File: src/rtl/peripheral_rxfifo.sv
// UART receiver (8N1) feeding a 16-entry byte FIFO, read and controlled through
// the J1 I/O bus: DATA at 0x0, STATUS at 0x2, CTRL (write-only) at 0x4.
module peripheral_rxfifo #(
    parameter int unsigned CLKS_PER_BIT = 434
) (
    input  logic        clk,
    input  logic        rst,
    input  logic        cs,
    input  logic [3:0]  addr,
    input  logic        rd,
    input  logic        wr,
    input  logic [15:0] d_in,
    output logic [15:0] d_out,
    input  logic        uart_rx,
    output logic        rx_led
);

    localparam int unsigned CW = (CLKS_PER_BIT > 1) ? $clog2(CLKS_PER_BIT) : 1;
    localparam logic [CW-1:0] BIT_LAST  = CW'(CLKS_PER_BIT - 1);
    localparam logic [CW-1:0] HALF_LAST = CW'(CLKS_PER_BIT / 2 - 1);

    typedef enum logic [1:0] {IDLE, START, DATA, STOP} rx_state_e;

    rx_state_e   state_q, state_d;
    logic        rx_meta_q, rx_sync_q;
    logic [CW-1:0] cnt_q, cnt_d;
    logic [2:0]  bit_q, bit_d;
    logic [7:0]  shift_q, shift_d;
    logic        rx_push, ferr_set;

    logic [7:0]  mem [16];
    logic [3:0]  wr_ptr_q, wr_ptr_d, rd_ptr_q, rd_ptr_d;
    logic [4:0]  count_q, count_d;
    logic        overrun_q, overrun_d, frame_err_q, frame_err_d;
    logic        pop_prev_q;
    logic        pop_term, pop, push_ok, full, empty;
    logic        ctrl_wr, flush, clr_err;

    always_ff @(posedge clk or negedge rst) begin
        if (!rst) begin
            rx_meta_q <= 1'b1;
            rx_sync_q <= 1'b1;
            state_q   <= IDLE;
            cnt_q     <= '0;
            bit_q     <= '0;
            shift_q   <= '0;
        end else begin
            rx_meta_q <= uart_rx;
            rx_sync_q <= rx_meta_q;
            state_q   <= state_d;
            cnt_q     <= cnt_d;
            bit_q     <= bit_d;
            shift_q   <= shift_d;
        end
    end

    // Sample points are counted from the middle of the start bit onwards.
    always_comb begin
        state_d  = state_q;
        cnt_d    = cnt_q;
        bit_d    = bit_q;
        shift_d  = shift_q;
        rx_push  = 1'b0;
        ferr_set = 1'b0;
        unique case (state_q)
            IDLE: begin
                cnt_d = '0;
                if (!rx_sync_q) state_d = START;
            end
            START: begin
                if (cnt_q == HALF_LAST) begin
                    cnt_d   = '0;
                    bit_d   = '0;
                    state_d = rx_sync_q ? IDLE : DATA;
                end else begin
                    cnt_d = cnt_q + 1'b1;
                end
            end
            DATA: begin
                if (cnt_q == BIT_LAST) begin
                    cnt_d   = '0;
                    shift_d = {rx_sync_q, shift_q[7:1]};
                    if (bit_q == 3'd7) state_d = STOP;
                    else               bit_d   = bit_q + 1'b1;
                end else begin
                    cnt_d = cnt_q + 1'b1;
                end
            end
            STOP: begin
                if (cnt_q == BIT_LAST) begin
                    cnt_d    = '0;
                    state_d  = IDLE;
                    rx_push  = rx_sync_q;
                    ferr_set = ~rx_sync_q;
                end else begin
                    cnt_d = cnt_q + 1'b1;
                end
            end
            default: state_d = IDLE;
        endcase
    end

    always_comb begin
        rx_led = (state_q != IDLE);
    end

    assign full     = (count_q == 5'd16);
    assign empty    = (count_q == 5'd0);
    assign pop_term = cs & rd & (addr == 4'h0);
    assign pop      = pop_term & ~pop_prev_q & ~empty;
    // A pop in the same cycle frees a slot, so a push into a full FIFO is still accepted.
    assign push_ok  = rx_push & (~full | pop);
    assign ctrl_wr  = cs & wr & (addr == 4'h4);
    assign flush    = ctrl_wr & d_in[0];
    assign clr_err  = ctrl_wr & d_in[1];

    always_comb begin
        wr_ptr_d = wr_ptr_q;
        rd_ptr_d = rd_ptr_q;
        count_d  = count_q;
        if (flush) begin
            wr_ptr_d = '0;
            rd_ptr_d = '0;
            count_d  = '0;
        end else begin
            if (push_ok) wr_ptr_d = wr_ptr_q + 1'b1;
            if (pop)     rd_ptr_d = rd_ptr_q + 1'b1;
            if (push_ok && !pop)      count_d = count_q + 1'b1;
            else if (!push_ok && pop) count_d = count_q - 1'b1;
        end
        overrun_d   = (overrun_q & ~clr_err) | (rx_push & ~push_ok & ~flush);
        frame_err_d = (frame_err_q & ~clr_err) | ferr_set;
    end

    always_ff @(posedge clk or negedge rst) begin
        if (!rst) begin
            wr_ptr_q    <= '0;
            rd_ptr_q    <= '0;
            count_q     <= '0;
            overrun_q   <= 1'b0;
            frame_err_q <= 1'b0;
            pop_prev_q  <= 1'b0;
        end else begin
            wr_ptr_q    <= wr_ptr_d;
            rd_ptr_q    <= rd_ptr_d;
            count_q     <= count_d;
            overrun_q   <= overrun_d;
            frame_err_q <= frame_err_d;
            pop_prev_q  <= pop_term;
        end
    end

    always_ff @(posedge clk) begin
        if (push_ok && !flush) mem[wr_ptr_q] <= shift_q;
    end

    always_comb begin
        d_out = '0;
        if (cs && rd) begin
            case (addr)
                4'h0: if (!empty) d_out = {8'h00, mem[rd_ptr_q]};
                4'h2: d_out = {4'b0, frame_err_q, overrun_q, full, empty, 3'b0, count_q};
                default: d_out = '0;
            endcase
        end
    end

endmodule

File: config.mk
export PLATFORM = sky130hd
export DESIGN_NAME = peripheral_rxfifo
export DESIGN_NICKNAME = d
export VERILOG_FILES = /design/src/rtl/peripheral_rxfifo.sv
export SDC_FILE = /design/constraint.sdc
export NUM_CORES = 1
export LEC_CHECK = 0
export ABC_AREA = 1
export CELL_PAD_IN_SITES_DETAIL_PLACEMENT = 0
export CELL_PAD_IN_SITES_GLOBAL_PLACEMENT = 1
export CORE_AREA = 2 2 130 132
export DETAILED_ROUTE_END_ITERATION = 7
export DIE_AREA = 0 0 132 134
export PLACE_DENSITY_LB_ADDON = 0.1
export SLEW_MARGIN = 40
export SYNTH_ARGS = -nofsm -noshare
export SYNTH_HDL_FRONTEND = slang
export SYNTH_SLANG_ARGS = --single-unit
File: constraint.sdc
create_clock -name clk -period 2.5 [get_ports clk]
set_input_delay 0.375 -clock clk [delete_from_list [all_inputs] [get_ports clk]]
set_output_delay 0.375 -clock clk [all_outputs]
set_load 0.01 [all_outputs]
# ---- Word level (Yosys, flattened, before mapping)
# Memories as Yosys holds them, arrays and structs flattened.
# Index checks and enable logic that the tools add are counted.
# Widths: inputs -> output; s select.
dict set report op_classes {
  bitwise 23
  n_reduce_logical 19
  muxes 30
  n_eq_ne 15
  add_sub_neg 6
}
# op n
set ops {}
lappend ops {{$pmux 16 s2} 1}
lappend ops {{$pmux 9 s3} 1}
lappend ops {{$mux 9} 2}
lappend ops {{$mux 16} 1}
lappend ops {{$mux 4} 4}
lappend ops {{$mux 5} 3}
lappend ops {{$and 1x1->1} 13}
lappend ops {{$mux 2} 6}
lappend ops {{$ne 2x2->1 const B} 6}
lappend ops {{$add 9x1->9 const B} 1}
lappend ops {{$eq 9x8->1 const B} 1}
lappend ops {{$eq 9x9->1 const B} 1}
lappend ops {{$mux 3} 3}
lappend ops {{$add 4x1->4 const B} 2}
lappend ops {{$mux 8} 1}
lappend ops {{$pmux 2 s4} 1}
lappend ops {{$reduce_bool 2->1} 4}
lappend ops {{$not 1->1} 7}
lappend ops {{$mux 1} 6}
lappend ops {{$pmux 3 s2} 1}
lappend ops {{$add 5x1->5 const B} 1}
lappend ops {{$eq 5x5->1 const B} 1}
lappend ops {{$logic_not 5->1} 1}
lappend ops {{$reduce_and 5->1} 1}
lappend ops {{other kinds (16)} 24}
dict set report totals {
  in_bits 26
  ram_bits 128
  reg_bits 40
  wordCells 106
  n_memories 1
  out_inout_bits 17
}
# memory words word_bits read_ports rd_ports_with_merged_regs wr line
set mem_list {}
lappend mem_list {mem 16 8 1 0 1 31} ;# logic [7:0] mem [16];

# ---- Longest topological paths before layout
# Gate-level depths: netlist (run 1).
dict set report logic_depth {
  depth_word 11
  ltp_mapped 17
  mapped_depth_nobuf 17
}

# ---- Worst setup path before layout (run 1)
# OpenSTA, ideal clock, no wires.
dict set report synth_timing {
  kind {reg2reg}
  from {register cnt_q[1]}
  to {register count_q[4]}
  path_stages_with_launch 17
  synth_period_minus_slack_ps 2223
  path_buffers 0
  path_slack_ps 277
  t_required_ps 2384
  t_arrival_ps 2106
  cell_sequence {dfrtp_1 > inv_1 > ha_1 > nand2_1 > nor2_1 > nand2_2 > nor3_4 > nand3_1 > fa_1 > nand3_1 > nand3_1 > nand2_1 > inv_1 > nand2_1 > nand2_1 > nand2_1 > nand2_1}
}
dict set report synth_between {
  elab_chain_cells 7
}
# element line
set synth_rtl {}
lappend synth_rtl {{from (decl)} 26} ;# logic [CW-1:0] cnt_q, cnt_d;
lappend synth_rtl {{from (signal assigned)} 51} ;# cnt_q <= cnt_d;
lappend synth_rtl {{$eq 9x9->1 (*)} 90} ;# if (cnt_q == BIT_LAST) begin
lappend synth_rtl {{$mux 1 (*)} 90}
lappend synth_rtl {{$mux 1 (*)} 65} ;# unique case (state_q)
lappend synth_rtl {{$and 1x1->1 (*)} 112} ;# assign push_ok = rx_push & (~full | pop);
lappend synth_rtl {{$logic_and 1x1->1 or $logic_not 1->1 (tied branches)} {128, 129}}
lappend synth_rtl {{$mux 5 or $logic_and 1x1->1 (tied branches)} {128, 129}}
lappend synth_rtl {{$mux 5 or $reduce_bool 3->1 (tied branches)} -}
lappend synth_rtl {{to (signal assigned)} 146} ;# count_q <= count_d;
lappend synth_rtl {{to (decl)} 33} ;# logic [4:0] count_q, count_d;
# Mark *: on every way between the ends. The rest lies on a longest branch, timed or not.
# A chain may end at the register's enable or synchronous reset.

# ---- Worst setup path after layout (run 1)
dict set report layout_timing {
  from {register rd_ptr_q[0]}
  to {output d_out[5]}
}
dict set report layout_between {
  elab_chain_cells 4
}
# element line
set layout_rtl {}
lappend layout_rtl {{from (decl)} 32} ;# logic [3:0] wr_ptr_q, wr_ptr_d, rd_ptr_q, rd_ptr_d;
lappend layout_rtl {{from (signal assigned)} 145} ;# rd_ptr_q <= rd_ptr_d;
lappend layout_rtl {{$mem_v2 16x8} -}
lappend layout_rtl {{$mux 8} 161} ;# 4'h0: if (!empty) d_out = {8'h00, mem[rd_ptr_q]};
lappend layout_rtl {{$pmux 16 s2} 160} ;# case (addr)
lappend layout_rtl {{$mux 16} 159} ;# if (cs && rd) begin
lappend layout_rtl {{to (decl)} 13} ;# output logic [15:0] d_out,
# No other way between the ends.

==> results of run 1 <==
==> what timing repair did <==
item / in CTS / in global routing
buffers inserted: 7 / 7
endpoints found under the hold margin: 9 / 0
cloned: 2 / 3
pin swaps: 16 / 21
hold buffers: 1 / 0
gates resized for setup: 76 / 39
endpoints found under the setup margin: 9 / 10
==> cells by family (layout without fill, tap and decap cells) <==
logic type / Yosys count / count (layout) / synth area share (%)
fa+ha+maj: 15 / 15 / 2.614
xor+xnor: 7 / 7 / 0.8212
flops: 168 / 168 / 64.92
buf+inv: 79 / 167 / 4.592
simple gates: 310 / 310 / 17.87
compound gates: 128 / 128 / 9.134
other cells: 1 / 4 / 0.05023
==> cells in the final DEF, fill, tap and decap left out, drive strengths merged, types with 2 or more instances in the layout <==
cell type	netlist	routed
dfrtp	38	38
xor2	5	5
xnor2	2	2
nand2	129	129
o22ai	6	6
nor3	7	7
clkinvlp	0	3
o211ai	8	8
buf	20	67
ha	14	14
inv	48	50
clkbuf	9	20
nor3b	2	2
nand3	42	42
o21ai	95	95
clkinv	2	10
clkdlybuf4s50	0	15
nor2	125	125
a21oi	16	16
dfstp	2	2
nand4	3	3
edfxtp	128	128
conb	1	4
==> sequential cells by signal, summed over array words and instances (netlist names), named ones only <==
register	count
state_q	1
count_q	5
frame_err_q	1
overrun_q	1
wr_ptr_q	4
rd_ptr_q	4
pop_prev_q	1
rx_meta_q	1
mem	128
cnt_q	9
bit_q	3
rx_sync_q	1
shift_q	8
==> metal layers <==
metal  vias to the layer above  track usage [%]
met3                        15            4.573
met4                         0            5.978
met1                      2552            27.97
met5                         -                0
met2                       118            34.03
li1                       2573                -
==> power by group <==
group	switching, µW	internal, µW	total [µW]
sequential	82.4	3030	3110
combinational	1230	1000	2230
clock	1090	1370	2460
total	2400	5410	7800
==> area by class of cell <==
cell class,count,area (µm²)
multi-input cells,464,2436
clock buffers,18,429.2
well taps,220,275.3
fillers,1435,7094
flip-flops and latches,168,4850
inverters,50,195.2
repair buffers,85,884.6
clock inverters,14,125.1
==> metrics by stage <==
step	cells	utilization (%)	cell area [µm²]	worst slack (ns)
2_1_floorplan	711	-	7477	0.2772
3_3_place_gp	967	50.21	8179	-0.1057
3_5_place_dp	967	50.21	8179	-0.1031
4_1_cts	1009	55.16	8985	-0.01990
5_1_grt	1019	56.45	9195	-0.08953
6_report	1019	56.45	9195	-0.002418
==> how the worst min path moves through the flow <==
stage	from	to	slack, ns	depth (start not counted)
2_1_floorplan	rst	async pin	0.08	0
3_3_place_gp	rst	cnt_q[1]$_DFF_PN0_	0.26	1
3_5_place_dp	rst	cnt_q[3]$_DFF_PN0_	0.26	1
4_1_cts	rst	cnt_q[1]$_DFF_PN0_	0.33	2
5_1_grt	rst	cnt_q[3]$_DFF_PN0_	0.34	2
6_report	rst	cnt_q[3]$_DFF_PN0_	0.34	2
==> reports/metrics.csv, run 1 <==
metric;value;unit
dominant cell type by area after synthesis;edfxtp_1;
Die X;132;µm
ant diodes;0;
post-synthesis instance area;0.007466;mm²
Core ar.;0.01629;mm²
CTS clk-pin slew, worst paths;0.06;ns
worst r2r dst;count_q[4]$_DFFE_PN0P_;
clk_lat worst skew;0.43;ns
fmax;0.3996;GHz
DRT Pass-1 Iters;6;
Iter 0 DRT Violations;343;
Die Y;134;µm
Total Power;7805;µW
synth cell count leaders;edfxtp_1 (128), nor2_1 (122), nand2_1 (121);
initial antenna violation count;0;
final period utilization;100.1;%
CP Cell Sequence;buf_4 > buf_8 > o21ai_0 > o211ai_1 > nand3_1 > a21oi_2 > buf_2;
routed vias/inst;5.160;
Crit. End Element;primary output;
vias in the first global route;5094;
CP arrival;2.13;ns
synthesized instance count;708;
Hold Path Class;in2async;
Layout area overhead;23.16;%
Final Hold Vio Count;0;
via count;5258;
PD cells;848.8;mW/mm²
Worst Tran Pin Value;0.7573;ns
Metal-1 WL;8.021;mm
Mean Syn Cell Area;10.55;µm²
critical path's slowest cell;dfrtp_2;
run status;complete, but fails checks;
Root Driver;clkbuf_16;
Crit Path Max Fanout;29;
routed wl met2;8.486;mm
failing checks;setup timing;
worst reg2reg path depth;17;
sequential share of the synthesized area;64.92;%
CP Class;reg2out;
wire length of the first global-routing pass;27.62;mm
Routed Wire Length;17.48;mm
VDD IR-drop max;493.8;µV
I/O pin count;43;
max-cap violation count;0;
post-route DRC violation count;0;
Unique masters post-synth;40;
Setup crit start;rd_ptr_q[0]$_DFFE_PN0P_;
Fin Clk Skew;0.007078;ns
share of layout cells above drive strength 1;20.15;%
Avg WL per Cell;17.15;µm
die area;0.01769;mm²
top layer in use;met4;
number of flops mapped to enable cells by yosys;128;
IO Port Bufs;24;
CP Launch Type;flip-flop;
Synth Flop Type;edfxtp_1;
crit-path max cell delay;0.43;ns
Fin Hold WS;0.3450;ns
clk buf depth;2;
clock sinks;168;
setup TNS;-0.002418;ns
Async S/R FF share, synth;23.81;%
Final Setup Violations;1;
CP endpoint;d_out[5];
fin crit period;2.502;ns
final slew viol count;0;
Std-Cell Rows;47;
RSZ-0062 raised after global routing;true;
critical path depth;7;
post-route ant nets;0;
flop2flop setup slack;0.20;ns
ranking of synthesized cells by area;edfxtp_1 (51%), dfrtp_1 (13%), nor2_1 (6.1%);
top-count cell post-synth;edfxtp_1;
max_slew headroom;49.51;%
Critical path buffers and inverters;3;
final setup margin;-0.002418;ns
area fraction of the dominant cell type after synthesis;51.48;%
total grt overflow;0;
Initial Utilization;45.83;%
CP required;2.12;ns
CTS tree;done;
Final HPWL DP;11.30;mm
worst r2r src;cnt_q[1]$_DFF_PN0_;
gp weighted congestion;0.8750;
# nets final;827;
number of synthesized register bits;168;
delay-heaviest family, CP;compound AO/OA/AOI/OAI gates;
htree depth;4;
largest net degree at the start of global routing;30;
TritonCTS buffer count;17;
YS warnings;0;
leakage power;0.003945;µW
met3 wire length;761;µm
GRT Total Usage;20.73;%
No activity file was read; power rests on OpenSTA's default activity.
==> inputs of run 2 (changes only) <==
- CTS_CLUSTER_SIZE: default -> 16
- SETUP_SLACK_MARGIN: default -> 0.3
==> reports/metrics.csv, run 2 (same netlist as run 1, synthesis figures left out) <==
metric;value;unit;change
post-route ant nets;0;;unchanged
Iter 0 DRT Violations;594;;+73%
flop2flop setup slack;0.17;ns;-0.03 ns
clk buf depth;2;;unchanged
CP arrival;2.17;ns;+0.04 ns
commonest non-fill, non-tap cells in the layout;edfxtp_1 (128), nand2_1 (114), nor2_1 (99);;
final instance area;0.01005;mm²;+9.3%
filler instances;1337;;-6.8%
fin crit period;2.550;ns;+0.04726 ns
failing checks;setup timing;;
VDD IR-drop max;535.5;µV;+8.4%
Top Registers;mem (128), cnt_q (9), shift_q (8);;
clk_lat worst skew;0.44;ns;about the same
Fin Clk Skew;0.01263;ns;+0.005548 ns
grt peak-use layer;met2;;
Crit Path Max Fanout;6;;-79%
Initial Utilization;45.83;%;unchanged
Final HPWL DP;10.93;mm;-3.2%
PD cells;846.7;mW/mm²;-0.25%
die area;0.01769;mm²;unchanged
Die X;132;µm;unchanged
leakage power;0.004186;µW;+6.1%
Placed Area;0.008159;mm²;-0.24%
critical path's slowest cell;dfrtp_2;;
crit-path max cell delay;0.43;ns;about the same
IO Port Bufs;24;;unchanged
met1 Use GR;30.30;%;+2.3 points
Hold Path Class;in2reg;;
initial antenna violation count;0;;unchanged
Fin Hold WS;0.3454;ns;+0.0004410 ns
fmax;0.3922;GHz;-1.9%
Core ar.;0.01629;mm²;unchanged
Critical path buffers and inverters;5;;+2
final period utilization;102.0;%;+1.9 points
post-route DRC violation count;0;;unchanged
Worst Tran Pin Value;0.7708;ns;+0.01353 ns
Layout area overhead;34.59;%;
Avg WL per Cell;18.85;µm;+9.9%
wire length of the first global-routing pass;30.23;mm;+9.4%
max-cap violation count;0;;unchanged
TritonCTS buffer count;17;;unchanged
Reg with most FFs;mem;;
CP Cell Sequence;buf_12 > buf_8 > buf_16 > buf_12 > a21oi_2 > o21ai_1 > o21ai_1 > nand2_1 > nand3_2 > nand3_2 > nand2_1 > buf_2;;
Std-Cell Rows;47;;unchanged
routed vias/inst;5.348;;+3.6%
# nets final;848;;+2.5%
htree depth;4;;unchanged
share of layout cells above drive strength 1;27.44;%;+7.3 points
commonest non-fill, non-tap cell in the layout;edfxtp_1;;
M3 GR Usage;4.573;%;unchanged
setup TNS;-0.1489;ns;-0.1465 ns
run status;complete, but fails checks;;
CTS clk-pin slew, worst paths;0.07;ns;about the same
Final Setup Violations;5;;+4
delay-heaviest family, CP;buffers and inverters;;
met2 global-route usage;38.05;%;+4.0 points
CP required;2.12;ns;about the same
final setup margin;-0.04968;ns;-0.04726 ns
Largest register FFs;128;;unchanged
ant diodes;0;;unchanged
final slew viol count;0;;unchanged
vias in the first global route;5422;;+6.4%
gp weighted congestion;0.8466;;-3.2%
total grt overflow;0;;unchanged
CP Class;reg2out;;
Root Driver;clkbuf_16;;
Crit. End Element;primary output;;
CP Launch Type;flip-flop;;
DRT Pass-1 Iters;4;;-2
via count;5562;;+5.8%
max_slew headroom;48.61;%;-0.90 points
Final Hold Vio Count;0;;unchanged
Die Y;134;µm;unchanged
I/O pin count;43;;unchanged
largest net degree at the start of global routing;35;;+17%
GRT Total Usage;22.87;%;+2.1 points
Routed Wire Length;19.61;mm;+12%
RSZ-0062 raised after global routing;true;;
CTS tree;done;;
clock sinks;168;;unchanged
## run 2: cell types whose count changed in the layout (fill, tap and decap cells not counted), moves of 5 or more
cell     previous run  this run
buf_6               5        30
nand3_1            25        18
o21ai_0            63        57
ha_1               14         9
buf_8               1         7
buf_4              41        26
nor2_4              1        23
nor2_1            118        99
buf_16              2         8
o21ai_2             1         6
ha_4                0         5
## run 2: worst paths after layout
kind | start | endpoint | depth (start not counted)
setup / recovery | rd_ptr_q[0]$_DFFE_PN0P_ | d_out[0] | 12
setup reg to reg | cnt_q[1]$_DFF_PN0_ | mem[4][2]$_DFFE_PP_ | 14
min in group asynchronous | rst | cnt_q[1]$_DFF_PN0_ | 2
hold / removal | uart_rx | rx_meta_q$_DFF_PN1_ | 1
hold reg to reg | rx_meta_q$_DFF_PN1_ | rx_sync_q$_DFF_PN1_ | 0
max in group asynchronous | rst | shift_q[6]$_DFFE_PN0P_ | 3
## run 2: where the power goes
part / total, µW / internal, µW / switching, µW
clock network: 2630 / 1500 / 1140
logic: 2760 / 1280 / 1480
registers: 3110 / 3030 / 83.9
total: 8510 / 5810 / 2700
## run 2: timing repair
action | in CTS | in global routing
hold buffers | 1 | 0
buffers inserted | 17 | 18
gates cloned | 9 | 1
pin swaps | 50 | 45
setup endpoints to repair | 81 | 146
hold endpoints to repair | 22 | 0
gates resized for setup | 139 | 108
## run 2: through the flow
| stage | util, % | setup WS [ns] | power (µW) | cells |
|---|---|---|---|---|
| 2_1_floorplan | - | 0.3303 | 4259 | 711 |
| 4_1_cts | 57.85 | -0.02912 | 8245 | 1021 |
| 6_report | 61.69 | -0.04968 | 8508 | 1040 |
| 3_3_place_gp | 50.09 | -0.1433 | 4743 | 962 |
| 5_1_grt | 61.69 | -0.1792 | 8905 | 1040 |
| 3_5_place_dp | 50.09 | -0.1480 | 4777 | 962 |
## run 2: layer usage
| metal | up-vias | wire [µm] |
|---|---|---|
| li1 | 2625 | - |
| met3 | 28 | 869 |
| met2 | 155 | 9924 |
| met4 | 0 | 340 |
| met1 | 2754 | 8472 |
| met5 | - | 0 |
## run 2: layout make-up
class / count / area [µm²] / area share, %
well taps: 220 / 275.3 / 2.739
repair buffers: 106 / 1287 / 12.81
multi-input cells: 464 / 2840 / 28.27
flip-flops and latches: 168 / 4850 / 48.26
clock buffers: 17 / 425.4 / 4.234
inverters: 50 / 203.9 / 2.030
clock inverters: 15 / 166.4 / 1.656
==> inputs of run 3 (changes only) <==
- CORE_AREA: 2 2 130 132 -> 4 4 126 128
- DIE_AREA: 0 0 132 134 -> 0 0 130 132
- clock period: 2.5 -> 3.2 ns (I/O delays scaled with it)
==> reports/metrics.csv, run 3 (same netlist as run 1, synthesis figures left out) <==
metric;value;unit;change
run status;finished clean;;
CTS clk-pin slew, worst paths;0.06;ns;about the same
Final Setup Violations;0;;-5
htree depth;4;;unchanged
Total Power;5711;µW;-33%
Largest register FFs;128;;unchanged
clock share of power;33.9;%;+3.0 points
Layout area overhead;16.36;%;
gp weighted congestion;0.8566;;+1.2%
clock sinks;168;;unchanged
Reg with most FFs;mem;;
# nets final;794;;-6.4%
TritonCTS buffer count;17;;unchanged
P_sw;1665;µW;-38%
commonest non-fill, non-tap cell in the layout;edfxtp_1;;
PD cells;657.4;mW/mm²;-22%
fin crit period;2.974;ns;
share of layout cells above drive strength 1;11.10;%;-16 points
Avg WL per Cell;17.41;µm;-7.7%
Logic pwr share;23.1;%;-9.4 points
CTS tree;done;;
M3 GR Usage;4.376;%;-0.20 points
Placed Area;0.007989;mm²;-2.1%
met1 Use GR;28.59;%;-1.7 points
largest net degree at the start of global routing;41;;+17%
Die X;130;µm;-1.5%
final instance area;0.008687;mm²;-14%
DRT Pass-1 Iters;5;;+1
post-route ant nets;0;;unchanged
Hold Path Class;in2async;;
Final HPWL DP;10.83;mm;-0.91%
Switching Fraction;29.16;%;-2.6 points
VDD IR-drop max;363.9;µV;-32%
GRT Total Usage;20.66;%;-2.2 points
Iter 0 DRT Violations;436;;-27%
Initial Utilization;50.23;%;+4.4 points
initial antenna violation count;0;;unchanged
Final Hold Vio Count;0;;unchanged
die area;0.01716;mm²;-3.0%
Worst Tran Pin Value;0.6958;ns;-0.07506 ns
hold_buf cts;0;;-1
ant diodes;0;;unchanged
post-route DRC violation count;0;;unchanged
fmax;0.3362;GHz;
CP arrival;2.49;ns;+0.32 ns
Crit. End Element;primary output;;
Int Power;4045;µW;-30%
Fin Clk Skew;0.008326;ns;-0.004299 ns
Seq pwr share;43.0;%;+6.4 points
commonest non-fill, non-tap cells in the layout;edfxtp_1 (128), nor2_1 (122), nand2_1 (121);;
grt peak-use layer;met2;;
leakage power;0.003765;µW;-10%
via count;5132;;-7.7%
wire length of the first global-routing pass;26.88;mm;-11%
clk_lat worst skew;0.42;ns;-0.02 ns
Routed Wire Length;16.61;mm;-15%
filler instances;1301;;-2.7%
CP Class;reg2out;;
Die Y;132;µm;-1.5%
Root Driver;clkbuf_16;;
CP required;2.72;ns;+0.60 ns
max_slew headroom;53.62;%;+5.0 points
routed vias/inst;5.379;;+0.59%
Crit Path Max Fanout;26;;+20
setup TNS;0;ns;+0.1489 ns
IO Port Bufs;24;;unchanged
max-cap violation count;0;;unchanged
Top Registers;mem (128), cnt_q (9), shift_q (8);;
Core ar.;0.01486;mm²;-8.7%
I/O pin count;43;;unchanged
Std-Cell Rows;45;;-4.3%
total grt overflow;0;;unchanged
final slew viol count;0;;unchanged
CP Launch Type;flip-flop;;
vias in the first global route;5033;;-7.2%
RSZ-0062 raised after global routing;true;;
clk buf depth;2;;unchanged
met2 global-route usage;32.87;%;-5.2 points
final period utilization;92.95;%;
-- run 3: cell count changes in the layout (fill, tap and decap cells not counted), moves of 8 or more --
| cell | previous run | this run |
|---|---|---|
| buf_2 | 8 | 0 |
| nand3_1 | 18 | 37 |
| nor2_4 | 23 | 1 |
| o21ai_1 | 32 | 10 |
| buf_16 | 8 | 0 |
| buf_6 | 30 | 3 |
| a21oi_1 | 7 | 15 |
| nand3_2 | 19 | 5 |
| o21ai_0 | 57 | 85 |
| nor2_1 | 99 | 122 |
-- run 3: worst max-delay path: stages, from the launching register on --
cell             delay (ns)
dfrtp_2                0.48
buf_12                 0.19
a21oi_1                0.12
o21ai_0                0.12
o21ai_0                0.11
nand2_1                0.10
nand3_1                0.16
nand3_1                0.16
nand2_1                0.09
clkdlybuf4s50_1        0.53
-- run 3: power by group through the flow --
stage	registers [µW]	logic, µW	clock network (µW)
finish	2450	1320	1940
detailed placement	2500	1160	0
CTS	2450	1310	1970
global placement	2490	1140	0
global route	2460	1490	2070
floorplan	2450	874	0
-- run 3: repair_timing --
item | in CTS | in global routing
endpoints found under the setup margin | 8 | 6
pin swaps | 0 | 0
gates resized for setup | 19 | 5
buffers inserted | 1 | 1
cloned | 2 | 0
-- run 3: final timing paths --
path / slack (ns) / endpoint / cells past startpoint / startpoint
min reg2reg: 0.36 / rx_sync_q$_DFF_PN1_ / 0 / rx_meta_q$_DFF_PN1_
max reg2reg: 0.67 / count_q[4]$_DFFE_PN0P_ / 16 / cnt_q[1]$_DFF_PN0_
max in group asynchronous: 2.76 / rd_ptr_q[1]$_DFFE_PN0P_ / 1 / rst
min: 0.03 / cnt_q[0]$_DFF_PN0_ / 1 / rst
max: 0.23 / d_out[0] / 9 / rd_ptr_q[1]$_DFFE_PN0P_
min in group clk: 0.36 / rx_sync_q$_DFF_PN1_ / 0 / rx_meta_q$_DFF_PN1_
-- run 3: cell type report --
class	instances	area [µm²]	area share, %
sequential	168	4850	55.83
clock inverter	10	103.9	1.195
clock buffer	22	454.2	5.228
tap	188	235.2	2.708
inverter	50	193.9	2.232
multi-input combinational	464	2302	26.50
timing repair buffer	52	548.0	6.309
-- run 3: through the flow --
stage / std cells / setup slack (ns) / util [%] / hold WS [ns]
after floorplan: 711 / 0.9772 / - / 0.1844
after global placement: 918 / 0.3728 / 53.73 / 0.3464
after detailed placement: 918 / 0.3565 / 53.75 / 0.3520
after CTS: 953 / 0.2193 / 58.32 / 0.04058
after global routing: 954 / 0.1051 / 58.44 / 0.06179
final: 954 / 0.2257 / 58.44 / 0.03292
-- run 3: metal layers --
layer	vias up	share of wire, %	routed length, µm
met5	-	0	0
met1	2478	45	7400
met4	0	1.6	269
met3	18	5.0	833
met2	121	49	8104
li1	2515	-	-
